`config.mk`:
```
export PLATFORM = sky130hd
export DESIGN_NAME = ee354_gcd_param
export DESIGN_NICKNAME = d
export VERILOG_FILES = /design/src/rtl/ee354_gcd_param.sv
export SDC_FILE = /design/constraint.sdc
export NUM_CORES = 1
export LEC_CHECK = 0
export CAP_MARGIN = 20
export CORE_MARGIN = 4
export CORE_UTILIZATION = 55
export DETAILED_ROUTE_END_ITERATION = 10
export PLACE_DENSITY = 0.91
export SLEW_MARGIN = 20
export SYNTH_ARGS = -nofsm -noshare
export SYNTH_HDL_FRONTEND = slang
export SYNTH_SLANG_ARGS = --single-unit
```
`constraint.sdc`:
```
create_clock -name Clk -period 6.37 [get_ports Clk]
set_clock_uncertainty 0.15 [all_clocks]
set_input_delay 1.274 -clock Clk [delete_from_list [all_inputs] [get_ports Clk]]
set_output_delay 1.274 -clock Clk [all_outputs]
set_load 0.01 [all_outputs]
```
`src/rtl/ee354_gcd_param.sv`:
```
// ee354_gcd_param: parametrised, clock-enabled GCD engine.
// Subtract-only or binary (Stein) reduction chosen per run, Start/Ack
// handshake, one-hot registered state outputs and a saturating per-run
// cycle counter covering the q_Sub and q_Mult states.
module ee354_gcd_param #(
  parameter int WIDTH = 8,
  parameter int I_W   = $clog2(WIDTH) + 1,
  parameter int CYC_W = 16
) (
  input  logic             Clk,
  input  logic             Reset,
  input  logic             CEN,
  input  logic             Start,
  input  logic             Ack,
  input  logic             Mode,
  input  logic [WIDTH-1:0] Ain,
  input  logic [WIDTH-1:0] Bin,
  output logic [WIDTH-1:0] A,
  output logic [WIDTH-1:0] B,
  output logic [WIDTH-1:0] AB_GCD,
  output logic [I_W-1:0]   i_count,
  output logic [CYC_W-1:0] Cycles,
  output logic             q_I,
  output logic             q_Sub,
  output logic             q_Mult,
  output logic             q_Done
);

  typedef enum logic [3:0] {
    S_I    = 4'b0001,
    S_SUB  = 4'b0010,
    S_MULT = 4'b0100,
    S_DONE = 4'b1000
  } state_t;

  localparam logic [I_W-1:0]   I_ONE   = I_W'(1);
  localparam logic [CYC_W-1:0] CYC_ONE = CYC_W'(1);

  state_t           state_q;
  logic [WIDTH-1:0] a_q;
  logic [WIDTH-1:0] b_q;
  logic [WIDTH-1:0] gcd_q;
  logic [I_W-1:0]   i_q;
  logic [CYC_W-1:0] cyc_q;
  logic             mode_q;

  // Cycle counter sticks at all-ones instead of wrapping.
  function automatic logic [CYC_W-1:0] sat_inc(input logic [CYC_W-1:0] v);
    return (&v) ? v : v + CYC_ONE;
  endfunction

  // Whole engine: state, operands, result, power-of-two count and cycle count.
  always_ff @(posedge Clk or negedge Reset) begin
    if (!Reset) begin
      state_q <= S_I;
      a_q     <= '0;
      b_q     <= '0;
      gcd_q   <= '0;
      i_q     <= '0;
      cyc_q   <= '0;
      mode_q  <= 1'b0;
    end else if (CEN) begin
      unique case (state_q)
        S_I: begin
          a_q <= Ain;
          b_q <= Bin;
          if (Start) begin
            i_q     <= '0;
            cyc_q   <= '0;
            mode_q  <= Mode;
            state_q <= S_SUB;
          end
        end
        S_SUB: begin
          cyc_q <= sat_inc(cyc_q);
          // Equal operands (including 0,0) and zero operands terminate first;
          // the guarded compare keeps the subtraction from underflowing.
          if (a_q == b_q) begin
            gcd_q   <= a_q;
            state_q <= S_MULT;
          end else if (a_q == '0) begin
            gcd_q   <= b_q;
            state_q <= S_MULT;
          end else if (b_q == '0) begin
            gcd_q   <= a_q;
            state_q <= S_MULT;
          end else if (mode_q && !a_q[0] && !b_q[0]) begin
            a_q <= a_q >> 1;
            b_q <= b_q >> 1;
            i_q <= i_q + I_ONE;
          end else if (mode_q && !a_q[0]) begin
            a_q <= a_q >> 1;
          end else if (mode_q && !b_q[0]) begin
            b_q <= b_q >> 1;
          end else if (a_q > b_q) begin
            a_q <= a_q - b_q;
          end else begin
            b_q <= b_q - a_q;
          end
        end
        S_MULT: begin
          cyc_q <= sat_inc(cyc_q);
          // Restore the common factors of two removed during reduction.
          if (i_q == '0) begin
            state_q <= S_DONE;
          end else begin
            gcd_q <= gcd_q << 1;
            i_q   <= i_q - I_ONE;
          end
        end
        S_DONE: begin
          if (Ack) state_q <= S_I;
        end
        default: state_q <= S_I;
      endcase
    end
  end

  assign A       = a_q;
  assign B       = b_q;
  assign AB_GCD  = gcd_q;
  assign i_count = i_q;
  assign Cycles  = cyc_q;
  assign q_I     = (state_q == S_I);
  assign q_Sub   = (state_q == S_SUB);
  assign q_Mult  = (state_q == S_MULT);
  assign q_Done  = (state_q == S_DONE);

endmodule

```
# Word level (Yosys, flattened, before mapping)
# Index checks and enable logic that the tools add are counted.
classes:
  mul: 0
  n_addsub: 5
  n_div: 0
  reduce_logical: 21
  n_mux: 38
  shifts: 0
  eq_ne: 19
  bitwise: 0
  order_cmp: 1
op_table:
  columns: ["op", "count"]
  rows:
  - ["2-to-1 mux 8 bit", 18]
  - ["2-to-1 mux 4 bit", 12]
  - ["one-hot mux 8 bit (2 select lines)", 3]
  - ["2-to-1 mux 16 bit", 2]
  - ["one-hot mux 16 bit (2 select lines)", 1]
  - ["adder 16 x 1 -> 16 bit (second input constant)", 1]
  - ["zero test 8 bit", 2]
  - ["one-hot mux 4 bit (4 select lines)", 1]
  - ["AND reduction 16 bit", 1]
  - ["subtractor 8 bit", 2]
  - ["!= test 2 bit (second input constant)", 7]
  - ["AND reduction 7 bit", 2]
  - ["one-hot mux 4 bit (3 select lines)", 1]
  - ["equality test 8 bit", 1]
  - ["> comparator 8 bit", 1]
  - ["!= test 4 x 1 -> 1 bit (second input constant)", 2]
  - ["!= test 4 bit (second input constant)", 2]
  - ["AND reduction 4 bit", 2]
  - ["AND reduction 8 bit", 1]
  - ["nonzero test 2 bit", 3]
  - ["AND reduction 5 bit", 1]
  - ["adder 4 x 1 -> 4 bit (second input constant)", 1]
  - ["equality test 4 x 1 -> 1 bit (second input constant)", 1]
  - ["equality test 4 x 2 -> 1 bit (second input constant)", 1]
  - ["11 further kinds", 15]
totals:
  romBits: 0
  mem_bits_rw: 0
  latchBits: 0
  mem_count: 0
  wordCells: 91
  reg_bits: 49
  out_inout_bits: 48

# Longest topological paths before layout
logic_depth:
  ltp_word: 9
  ltp_mapped: 12

# Least setup slack after synthesis
# OpenSTA, ideal clock, no wires.
synth_timing:
  path_kind: "input -> register"
  start: "input CEN"
  end: "register cyc_q[15] (netlist: Cycles[15])"
  stages: 7
  arrival_ps: 2919
  setup_slack_ps: 3224
  setup_time_ps: 77
  t_required_ps: 6143
  cell_sequence: "clkbuf_1 -> nand2b_1 -> or2_0 -> clkbuf_1 -> or4_4 -> or4_1 -> o21ai_1"
synth_via:
  elab_chain_len: 1
synth_rtl:
  columns: ["element", "line_no", "source"]
  rows:
  - ["start: declaration", "12", "input logic CEN,"]
  - ["AND reduction 4 bit (no line)", null, null]
  - ["end signal: assignment", "75", "cyc_q <= sat_inc(cyc_q);"]
  - ["end signal: assignment", "102", "cyc_q <= sat_inc(cyc_q);"]
  - ["end: declaration", "44", "logic [CYC_W-1:0] cyc_q;"]
# Every way passes these cells.
# A chain may end at the register's enable or synchronous reset.

# Worst setup path after layout
layout_timing:
  start: "register state_q[0]"
  end: "output q_Sub"
layout_via:
  elab_chain_len: 1
layout_rtl:
  columns: ["element", "line_no", "source"]
  rows:
  - ["start: declaration", "39", "state_t state_q;"]
  - ["start signal: assignment", "55", "state_q <= S_I;"]
  - ["start signal: assignment", "71", "state_q <= S_SUB;"]
  - ["start signal: assignment", "80", "state_q <= S_MULT;"]
  - ["equality test 4 x 2 -> 1 bit", "125", "assign q_Sub = (state_q == S_SUB);"]
  - ["end: declaration", "24", "output logic q_Sub,"]
# Every way passes these cells.

==> metrics.md <==
| Metric | Value |
|---|---|
| Starting Density | `a little under three fifths` |
| Tmin final | `between 4000 and 5000 ps` |
| PwrDens | `about 490 nW/um2` |
| Fmax | `about 0.24 GHz` |
| Die X-Extent | `roughly 87 um` |
| Outcome | `complete, no violations` |
| Post-CTS setup repair buffer count | `0` |
| Routed WL per cell | `17.0 um` |
| CTS root buf | `clkbuf_8` |
| EDFF count, synth | `0` |
| Routed vias | `3325` |
| Routed vias/inst | `between 6 and 7` |
| Hold WC Path Type | `flip-flop to flip-flop` |
| I/O pins | `70` |
| Hold Fails Final Rpt | `0` |
| Die area | `~7600 um2` |
| Share of cells above drive strength 1 | `6.06%` |
| Mapped Area | `3430 um2` |
| CP Launch Type | `flip-flop` |
| Worst-path fanout max | `21` |
| CTS tree | `yes` |
| Reg clk slew, reported paths | `about 90 ps` |
| RSZ-0062 raised after global routing | `false` |
| Critical-path cell list | `and2b_1 > nand2_1 > inv_1 > clkdlybuf4s50_1` |
| CTS H-Tree Depth | `2` |
| Row cnt | `28` |
| Synth Flop Type | `dfrtp_1` |
| Fillers | `about 450` |
| Post-layout nets | `roughly 500` |
| Number of global-route vias before repair | `3098` |
| First-pass DRT Iterations | `5` |
| Core ar. | `~6000 um2` |
| Power, Total | `0.00209 W` |
| Worst Hold Launch | `AB_GCD[7]` |
| Setup TNS | `0 ps` |
| # hold bufs at CTS | `0` |
| Slew of the pin with the lowest slew margin | `970 ps` |
| Fin crit share | `65.0%` |
| Overflow after GRT | `0` |
| Port-buffer cells | `69` |
| Req. time, crit path | `about 5000 ps` |
| Seq/Total Area, Yosys | `35.8%` |
| Post-CTS sizing | `0` |
| Placer Congestion | `around 0.9` |
| Clk Latency, worst-skew pair | `just over 300 ps` |
| CP endpoint kind | `primary output` |
| CTS Buffer Depth | `2` |
| Initial DRC Count | `294` |
| Worst path slowest cell | `clkdlybuf4s50_1` |
| Synth Area per Inst | `8.45 um2` |
| Area Overhead vs Synth | `23.7%` |
| Worst hold slack | `around 370 ps` |
| Final antenna-violating net count | `0` |
| Reg2reg start | `A[5]` |
| Largest net degree at the start of global routing | `50` |
| Clock Sinks | `a little under 50` |
| Total Routing Usage GR | `between 20% and 30%` |
| Number of buffers and inverters on the critical path | `2` |
| Final setup fails | `0` |
| Final Max Slew Viols | `0` |
| Worst VDD drop | `just over 0.0004 V` |
| Antenna cells | `0` |
| Initial antenna violation count | `0` |
| Worst Setup Path Type | `flip-flop to primary output` |
| Crit path launch | `state_q[0]` |
| Max_slew headroom | `between 30% and 40%` |
| Top Family by Delay on Critical Path | `buffers and inverters` |
| Total length of routed wires | `9.14 mm` |
| Netlist cell types | `between 50 and 60` |
| Residual DRC | `0` |
| Post-Synthesis Cells | `between 400 and 500` |
| Syn_nets | `between 400 and 500` |
| Die Y-Extent | `between 80 and 90 um` |
| Max Cap Viol | `0` |
| Worst EP arrival | `between 2000 and 3000 ps` |
| Static leakage | `between 1.5 and 2 nW` |
| Most frequent cells in the layout | `68 x clkdlybuf4s50_1, 48 x dfrtp_1, 40 x nand2_1` |
| Total CTS buffers | `5` |
| Commonest non-fill, non-tap cell in the layout | `clkdlybuf4s50_1` |
| Async SR Flop Fraction | `100%` |
| Dpl hpwl | `6.77 mm` |
| Syn. warnings | `0` |
| First-pass GRT wire length | `14.9 mm` |
| Worst stage delay on the critical path | `roughly 620 ps` |
| Synthesized flop and latch total | `slightly below 50` |
[report_power, final]
part | internal, W | total [W] | leakage [nW] | switching [W]
registers | 0.000413 | 0.000579 | 0.637 | 0.000166
logic | 0.000579 | 0.00131 | 1.10 | 0.000732
clock network | 0.0000882 | 0.000198 | 0.0512 | 0.000110
total | 0.00108 | 0.00209 | 1.78 | 0.00101
[path summary, 6_finish.rpt]
path | endpoint | slack (ps) | cells past startpoint
max in group asynchronous | B[1] | 4810 | 1
max | q_Sub | 2230 | 4
max reg2reg | A[7] | 3080 | 8
min in group asynchronous | Cycles[1] | 820 | 1
min reg2reg | AB_GCD[7] | 370 | 1
min | AB_GCD[7] | 370 | 1
[metal layers]
layer / GRT usage (%) / vias up / share of wire [%]
li1: - / 1553 / -
met1: 33.4 / 1599 / 44
met2: 40.2 / 149 / 47
met3: 4.16 / 24 / 6.8
met4: 7.79 / 0 / 2.5
met5: 0 / - / 0
[cell type report]
type / instances / area (um2) / share of cell area (%)
multi-input combinational: 313 / 2050 / 48.3
sequential: 49 / 1230 / 28.9
timing repair buffer: 69 / 688 / 16.2
tap: 75 / 93.8 / 2.21
inverter: 23 / 86.3 / 2.03
clock buffer: 6 / 82.6 / 1.95
clock inverter: 2 / 13.8 / 0.324
[state kept, by name, indices dropped and copies added, names as in the netlist]
signal   cells
A            8
AB_GCD       8
B            8
Cycles      16
i_count      4
mode_q       1
state_q      4
[cell usage after synthesis (2+ instances only)]
master / number / share of area (%)
a211oi_1: 6 / 1.3
a21o_1: 6 / 1.3
a21oi_1: 28 / 4.1
a31oi_1: 3 / 0.55
and2_1: 3 / 0.55
and4_1: 2 / 0.51
buf_2: 4 / 0.58
clkbuf_1: 16 / 1.7
dfrtp_1: 48 / 35
fa_1: 3 / 1.7
ha_1: 18 / 6.6
inv_1: 22 / 2.4
mux2_2: 9 / 3.0
mux2i_1: 5 / 1.5
nand2_1: 40 / 4.4
nand2b_1: 5 / 0.91
nand3_1: 12 / 1.7
nand3b_1: 2 / 0.44
nand4_1: 5 / 0.91
nor2_1: 36 / 3.9
nor2b_1: 5 / 0.91
nor3_1: 10 / 1.5
nor3b_1: 2 / 0.44
nor4_1: 6 / 1.1
o211ai_1: 3 / 0.66
o21ai_0: 39 / 5.7
o21ai_1: 4 / 0.58
o221ai_1: 2 / 0.51
o2bb2ai_1: 2 / 0.51
o31ai_1: 6 / 1.3
or2_2: 2 / 0.36
or3_1: 2 / 0.36
or4_1: 5 / 1.1
or4b_1: 2 / 0.58
xnor2_1: 19 / 4.8
xor2_1: 4 / 1.0
[through the flow]
stage	setup slack [ps]	instance area (um2)	utilization (%)	instances
4_1_cts	2280	4220	70.5	537
6_report	2230	4240	70.8	537
5_1_grt	2110	4240	70.8	537
3_5_place_dp	2190	4130	68.9	529
3_3_place_gp	2310	4130	68.9	529
2_1_floorplan	3220	3430	-	406
[cells by family (layout without fill, tap and decap cells)]
| kind of cell | count (synthesis) | count (layout) | synth area share (%) |
|---|---|---|---|
| adders and majority gates | 21 | 21 | 8.31 |
| buffers and inverters | 44 | 100 | 4.96 |
| DFF | 49 | 49 | 35.8 |
| muxes | 14 | 14 | 4.41 |
| AOI/OAI and AO/OA | 106 | 106 | 18.2 |
| and+or+nand+nor | 149 | 149 | 22.5 |
| xor gates and xnor gates | 23 | 23 | 5.87 |
(Power assumes the default switching activity.)
